### config.mk
export PLATFORM = sky130hd
export DESIGN_NAME = multicycle_ctrl
export DESIGN_NICKNAME = d
export VERILOG_FILES = /design/src/rtl/multicycle_ctrl.sv
export SDC_FILE = /design/constraint.sdc
export NUM_CORES = 1
export LEC_CHECK = 0
export CAP_MARGIN = 20
export CORE_MARGIN = 10
export CORE_UTILIZATION = 30
export CTS_CLUSTER_SIZE = 40
export DETAILED_ROUTE_END_ITERATION = 10
export PLACE_DENSITY = 0.58
export SLEW_MARGIN = 10
export SYNTH_ARGS = -nofsm -noshare
export SYNTH_HDL_FRONTEND = slang
export SYNTH_SLANG_ARGS = --single-unit
### constraint.sdc
create_clock -name clk -period 5 [get_ports clk]
set_clock_uncertainty 0.15 [all_clocks]
set_input_delay 1.25 -clock clk [delete_from_list [all_inputs] [get_ports clk]]
set_output_delay 1.25 -clock clk [all_outputs]
set_load 0.05 [all_outputs]
### src/rtl/multicycle_ctrl.sv
// multicycle_ctrl: IF->ID->EX->[MEM]->WB core sequencer with handshakes and trap.
// Optional EX watchdog enabled by defining MC_EX_TIMEOUT_EN.
module multicycle_ctrl #(
  parameter int pcmux_N = 4,
  parameter int wbmux_N = 4,
  parameter int TO_W    = 8
) (
  input  logic                       clk,
  input  logic                       rst,
  input  logic [6:0]                 opcode,
  input  logic                       imem_valid,
  input  logic                       exdone,
  input  logic                       br_taken,
  input  logic                       dmem_ready,
  output logic                       instrre,
  output logic                       regre,
  output logic                       exstart,
  output logic                       memre,
  output logic                       memwe,
  output logic                       regwe,
  output logic                       pcnextctl,
  output logic [$clog2(pcmux_N)-1:0] pcmuxctl,
  output logic [$clog2(wbmux_N)-1:0] wbsel,
  output logic                       trap,
  output logic [2:0]                 state_o
);

  localparam int PW = $clog2(pcmux_N);
  localparam int WW = $clog2(wbmux_N);

  localparam logic [6:0] OP_LOAD  = 7'h03;
  localparam logic [6:0] OP_STORE = 7'h23;
  localparam logic [6:0] OP_BR    = 7'h63;
  localparam logic [6:0] OP_JAL   = 7'h6F;
  localparam logic [6:0] OP_JALR  = 7'h67;
  localparam logic [6:0] OP_OP    = 7'h33;
  localparam logic [6:0] OP_OPIMM = 7'h13;
  localparam logic [6:0] OP_LUI   = 7'h37;
  localparam logic [6:0] OP_AUIPC = 7'h17;

  typedef enum logic [2:0] {
    S_IF   = 3'd0,
    S_ID   = 3'd1,
    S_EX   = 3'd2,
    S_MEM  = 3'd3,
    S_WB   = 3'd4,
    S_TRAP = 3'd5
  } state_t;

  if (pcmux_N < 4 || wbmux_N < 4 || TO_W < 1) begin : g_param_chk
    $error("multicycle_ctrl: pcmux_N/wbmux_N must be >= 4, TO_W >= 1");
  end

  state_t          st_q;
  state_t          st_d;
  logic [6:0]      opc_q;
  logic            brt_q;
  logic            brt_d;
  logic            legal;
  logic            mem_op;
  logic [PW-1:0]   pm_wb;
  logic [WW-1:0]   ws_wb;

`ifdef MC_EX_TIMEOUT_EN
  localparam logic [TO_W-1:0] WD_LAST = ~TO_W'(1);
  logic [TO_W-1:0] wd_q;
  logic            wd_hit;

  // EX watchdog: zero outside EX, counts EX cycles that lack exdone
  always_ff @(posedge clk) begin
    if (rst || st_q != S_EX) begin
      wd_q <= '0;
    end else if (!exdone) begin
      wd_q <= wd_q + TO_W'(1);
    end
  end

  assign wd_hit = (wd_q == WD_LAST);
`endif

  assign mem_op  = (opc_q == OP_LOAD) || (opc_q == OP_STORE);
  assign state_o = st_q;

  // opcode legality check for the ID decision
  always_comb begin
    legal = 1'b0;
    case (opc_q)
      OP_LOAD, OP_STORE, OP_BR, OP_JAL, OP_JALR,
      OP_OP, OP_OPIMM, OP_LUI, OP_AUIPC: legal = 1'b1;
      default:                           legal = 1'b0;
    endcase
  end

  // branch flag as it will be after this edge, so WB sees a same-edge exdone
  always_comb begin
    brt_d = brt_q;
    if (st_q == S_EX && exdone) brt_d = br_taken;
  end

  // next-state logic; IF only accepts a fetch it has actually requested
  always_comb begin
    st_d = S_IF;
    unique case (st_q)
      S_IF:   st_d = (imem_valid && instrre) ? S_ID : S_IF;
      S_ID:   st_d = legal ? S_EX : S_TRAP;
      S_EX: begin
        if (exdone) begin
          st_d = mem_op ? S_MEM : S_WB;
        end else begin
          st_d = S_EX;
`ifdef MC_EX_TIMEOUT_EN
          if (wd_hit) st_d = S_TRAP;
`endif
        end
      end
      S_MEM:  st_d = dmem_ready ? S_WB : S_MEM;
      S_WB:   st_d = S_IF;
      S_TRAP: st_d = S_IF;
      default: st_d = S_IF;
    endcase
  end

  // pcmux and wbmux selects used on WB entry
  always_comb begin
    pm_wb = '0;
    ws_wb = '0;
    unique case (1'b1)
      (opc_q == OP_BR):   pm_wb = brt_d ? PW'(1) : PW'(0);
      (opc_q == OP_JAL):  pm_wb = PW'(1);
      (opc_q == OP_JALR): pm_wb = PW'(2);
      default:            pm_wb = '0;
    endcase
    unique case (1'b1)
      (opc_q == OP_LOAD):                        ws_wb = WW'(1);
      (opc_q == OP_JAL) || (opc_q == OP_JALR):   ws_wb = WW'(2);
      (opc_q == OP_LUI):                         ws_wb = WW'(3);
      default:                                   ws_wb = '0;
    endcase
  end

  // state, latched operands and outputs registered from the next state
  always_ff @(posedge clk) begin
    if (rst) begin
      st_q      <= S_IF;
      opc_q     <= '0;
      brt_q     <= 1'b0;
      instrre   <= 1'b0;
      regre     <= 1'b0;
      exstart   <= 1'b0;
      memre     <= 1'b0;
      memwe     <= 1'b0;
      regwe     <= 1'b0;
      pcnextctl <= 1'b0;
      trap      <= 1'b0;
      pcmuxctl  <= '0;
      wbsel     <= '0;
    end else begin
      st_q  <= st_d;
      brt_q <= brt_d;
      if (st_q == S_IF && st_d == S_ID) opc_q <= opcode;
      instrre   <= (st_d == S_IF);
      regre     <= (st_d == S_ID);
      exstart   <= (st_d == S_EX) && (st_q != S_EX);
      memre     <= (st_d == S_MEM) && (opc_q == OP_LOAD);
      memwe     <= (st_d == S_MEM) && (opc_q == OP_STORE);
      regwe     <= (st_d == S_WB) && (opc_q != OP_STORE)
                   && (opc_q != OP_BR);
      pcnextctl <= (st_d == S_WB) || (st_d == S_TRAP);
      trap      <= (st_d == S_TRAP);
      if (st_d == S_WB) begin
        pcmuxctl <= pm_wb;
        wbsel    <= ws_wb;
      end else if (st_d == S_TRAP) begin
        pcmuxctl <= PW'(3);
      end
    end
  end

endmodule
=== Word level (Yosys, flattened, before mapping) ===
Index checks and enable logic that the tools add are counted.

* Register bits after elaboration: 23
* Bits of input ports: 13
* Output and inout port bits: 15
* Word-level logic and storage cells: 61

* Equal/unequal tests: 20
* Muxes and demuxes: 13
* Reductions and logical operators: 15

{| class="wikitable"
|+ Operators with widths
! cell !! count
|-
| == test 7 x 6 -> 1 bit, second input constant || 3
|-
| == test 7 bit, second input constant || 3
|-
| == test 7 x 5 -> 1 bit, second input constant || 2
|-
| == test 3 x 2 -> 1 bit, second input constant || 4
|-
| 2-to-1 mux 3 bit || 4
|-
| one-hot mux 2 bit (3 select lines) || 2
|-
| one-hot mux 3 bit (4 select lines) || 1
|-
| OR reduction 9 bit || 1
|-
| logical AND 1 bit || 8
|-
| == test 7 x 2 -> 1 bit, second input constant || 1
|-
| inequality test 7 x 6 -> 1 bit, second input constant || 1
|-
| inequality test 7 bit, second input constant || 1
|-
| == test 3 x 1 -> 1 bit, second input constant || 2
|-
| == test 3 bit, second input constant || 2
|-
| logical NOT 3 bit || 2
|-
| 2-to-1 mux 1 bit || 4
|-
| 2-to-1 mux 2 bit || 2
|-
| logical OR 1 bit || 3
|-
| inequality test 3 x 2 -> 1 bit, second input constant || 1
|-
| nonzero test 2 bit || 1
|}

=== Logic depth before layout (Yosys ltp) ===
* Depth in word-level cells: 8
* Gate-level depth with buffers: 5
* Depth with buffers taken out: 4

=== Worst setup path before layout ===
No wires, ideal clock.

* Kind: input to register
* From: input dmem_ready
* To: register memre
* Library setup time: 86 ps
* Arrival time: 2154 ps
* Required time: 4764 ps
* Setup slack: 2611 ps
* Stages: 4
* Path buffers: 0
* Cell sequence: mux2i_1 > a21oi_1 > or3_1 > a211oi_1

* Longest elaborated chain between the ends: 4

{| class="wikitable"
|+ Ends and longest elaborated chain
! element !! RTL line !! text
|-
| from (decl) || 14 || <nowiki>input logic dmem_ready,</nowiki>
|-
| 2-to-1 mux 3 bit || 116 || <nowiki>S_MEM: st_d = dmem_ready ? S_WB : S_MEM;</nowiki>
|-
| one-hot mux 3 bit (4 select lines) || 103 || <nowiki>unique case (st_q)</nowiki>
|-
| == test 3 x 2 -> 1 bit || 164 || <nowiki>memre <= (st_d == S_MEM) && (opc_q == OP_LOAD);</nowiki>
|-
| logical AND 1 bit || 164 ||
|-
| to (signal assigned) || 164 ||
|-
| to (decl) || 18 || <nowiki>output logic memre,</nowiki>
|}

Every way passes these cells.
A chain may end at the register's enable or synchronous reset.

=== Final worst setup path ===
* From: register st_q[0] (netlist: state_o[0])
* To: output state_o[0]

{| class="wikitable"
|+ RTL lines
! element !! RTL line !! text
|-
| from (decl) || 54 || <nowiki>state_t st_q;</nowiki>
|-
| from (signal assigned) || 158 || <nowiki>st_q <= st_d;</nowiki>
|-
| to (decl) || 25 || <nowiki>output logic [2:0] state_o</nowiki>
|}

No word-level cell between the ends.

==> impl_metrics.yaml <==
outcome:
  outcome: "completed"
global_route:
  track_usage: 0.0837
  antenna_found_initial: 0
  grt_pass1_wl_mm: 4.36
  grt_max_degree: 22
  grt_pass1_vias: 949
  grt_remaining_overflow: 0
worst_setup_path:
  crit_chain: "clkdlybuf4s50_1"
  startpoint_type: "register"
  critPathMaxFanout: 10
  required_ps: 3600
  critPathBufInv: 1
  cp_slowest_stage_delay_ps: 870
  critPathTopFamily: "buffers and inverters"
  cp_slowest_cell: "clkdlybuf4s50_1"
  crit_path_end_kind: "output pin"
  ff2ff_setup_slack_ps: 3060
  worstPathArrival_ps: 1700
  path_class: "reg -> out"
route:
  drt_pass1_iterations: 4
  routed_wl_mm: 2.51
  vias: 901
  first_iter_violations: 76
  route.detailed.drc: 0
  wl_per_cell_um: 13.7
  routed_via_density: 4.92
  ant_nets: 0
clock_network:
  insertion_delay_ps: 310
  cts_resized: 0
  clock_path_buffers: 2
  cts_tree: "yes"
  cts_setup_buffers: 0
  cts_hold_buf: 0
  h-tree-depth: 1
  cts_sinks: 23
  clk_pin_slew_ps: 120
  ctsRootBufferMaster: "clkbuf_4"
  cts_buffers: 3
power_and_ir_drop:
  seq_power_share: 0.565
  internal-power_mw: 0.253
  power_leakage_nw: 0.535
  pwr_density_cell_nw_per_um2: 257
  ir_drop_v: 0.000154
  p_switching_mw: 0.103
  combPwrFrac: 0.197
  clkPwrFrac: 0.238
  p_sw_frac: 0.289
sta:
  min_period_over_period: 0.620
  hold_viol: 0
  fin_ws_ps: 1900
  slew_viol_final: 0
  setup_violations: 0
  fin_setup_tns_ps: 0
  relSlewSlack: 0.528
  worst_slew_pin_slew_ps: 706
  rsz0062_at_grt: "no"
  finalCriticalPeriod_ps: 3100
  max_freq_mhz: 323
floorplanning:
  rows: 21
  start_util: 0.316
  fp.dieW_um: 79.8
  core_sq_um: 3390
  dieArea_sq_um: 6360
  io_pins: 28
  dieHeight_um: 79.8
synth:
  async_reset_ff_frac: 0
  seq_area_frac_synth: 0.430
  syn_avg_cell_area_sq_um: 9.48
  yosys_most_used_dff: "dfxtp_1"
  syn_area_sq_um: 1070
  yosysUniqueCellTypes: 40
  yosysWarnings: 0
  yosys_register_bits: 23
  syn_inst: 113
  syn_nets: 126
  synth_edf_count: 0
finish:
  mostFrequentLayoutCells: "27 x clkdlybuf4s50_1, 23 x dfxtp_1, 14 x nor2_1, 10 x mux2i_1, 7 x a21oi_1"
  area.growth.synth_to_final_pct: 29.3
  final_common_cell: "clkdlybuf4s50_1"
  utilization: 0.409
  antenna_cells: 0
  nets: 151
  drive_gt1_frac: 0.0730
  final_cells: 183
hold_path:
  hp-class: "reg -> reg"
place:
  pre_cts_ws_ps: 1790
  hpwl_mm: 1.93
  gp_congestion: 0.792
  dp.cells: 179
  numPortBuffers: 27
job:
  max_cap_viol_count: 0
-- registers in the layout, indices dropped and copies added, names as in the netlist --
name and count:
opc_q 7, state_o 3, pcmuxctl 2, wbsel 2, brt_q 1, exstart 1, instrre 1, memre 1
memwe 1, pcnextctl 1, regre 1, regwe 1, trap 1
-- cell type report --
type                            instances  area, sq um
Fill cell                             332         2000
Sequential cell                        23          460
Timing Repair Buffer                   27          270
Tap cell                               46         57.6
Inverter                                4         15.0
Multi-Input combinational cell         79          556
Clock buffer                            4         26.3
-- tightest hold or removal path, delay by kind of cell (launching register included) --
kind / cells / cell delay (ps)
AOI/OAI and AO/OA: 1 / 60
DFF: 1 / 330
and+or+nand+nor: 1 / 60
-- synthesized netlist by cell type, types with 2 or more instances --
| cell | n | area share |
|---|---|---|
| a221oi_1 | 2 | 0.016 |
| or3_1 | 3 | 0.018 |
| nand3b_1 | 2 | 0.014 |
| nand2b_1 | 3 | 0.018 |
| clkbuf_1 | 2 | 0.0070 |
| o21ai_0 | 3 | 0.014 |
| mux2i_1 | 10 | 0.093 |
| a21oi_1 | 7 | 0.033 |
| inv_1 | 4 | 0.014 |
| dfxtp_1 | 23 | 0.43 |
| a211oi_1 | 4 | 0.028 |
| nand2_1 | 3 | 0.011 |
| nand4_1 | 2 | 0.012 |
| nor3_1 | 2 | 0.0093 |
| nor2_1 | 14 | 0.049 |
| nand3_1 | 3 | 0.014 |
| buf_2 | 2 | 0.0093 |
| nor3b_1 | 2 | 0.014 |
-- cells by family after synthesis --
group	after synthesis	share of synthesized area
DFF	23	0.430
and+or+nand+nor	47	0.266
buffers and inverters	11	0.0514
muxes	10	0.0935
AOI/OAI and AO/OA	22	0.159
-- per-stage QoR --
stage / instance area (sq um) / hold slack (ps) / power, mW
2_1_floorplan: 1070 / 301 / 0.250
3_3_place_gp: 1360 / 319 / 0.275
6_report: 1390 / 334 / 0.356
4_1_cts: 1390 / 342 / 0.362
3_5_place_dp: 1360 / 325 / 0.276
5_1_grt: 1390 / 376 / 0.377
-- metal layers --
metal / vias to the layer above / part of all wire / track usage
met5: - / 0 / 0
met4: 0 / 0.0099 / 0.0264
met3: 4 / 0.074 / 0.0327
met2: 24 / 0.44 / 0.131
met1: 415 / 0.48 / 0.103
li1: 458 / - / -
-- path summary, 6_finish.rpt --
| kind | depth (start not counted) | start | endpoint |
|---|---|---|---|
| worst max-delay path | 1 | state_o[0] | state_o[0] |
| worst max register to register | 4 | opc_q[5] | memwe |
| worst min register to register | 2 | wbsel[1] | wbsel[1] |
| worst min-delay path | 2 | wbsel[1] | wbsel[1] |
-- power by group through the flow --
stage	logic (mW)	clock network (mW)	registers [mW]
after detailed placement	0.0705	0	0.206
after global routing	0.0758	0.0975	0.203
after floorplan	0.0323	0	0.218
after global placement	0.0696	0	0.205
final	0.0701	0.0848	0.201
after CTS	0.0708	0.0902	0.201
Power figures use the tool's default switching activity.
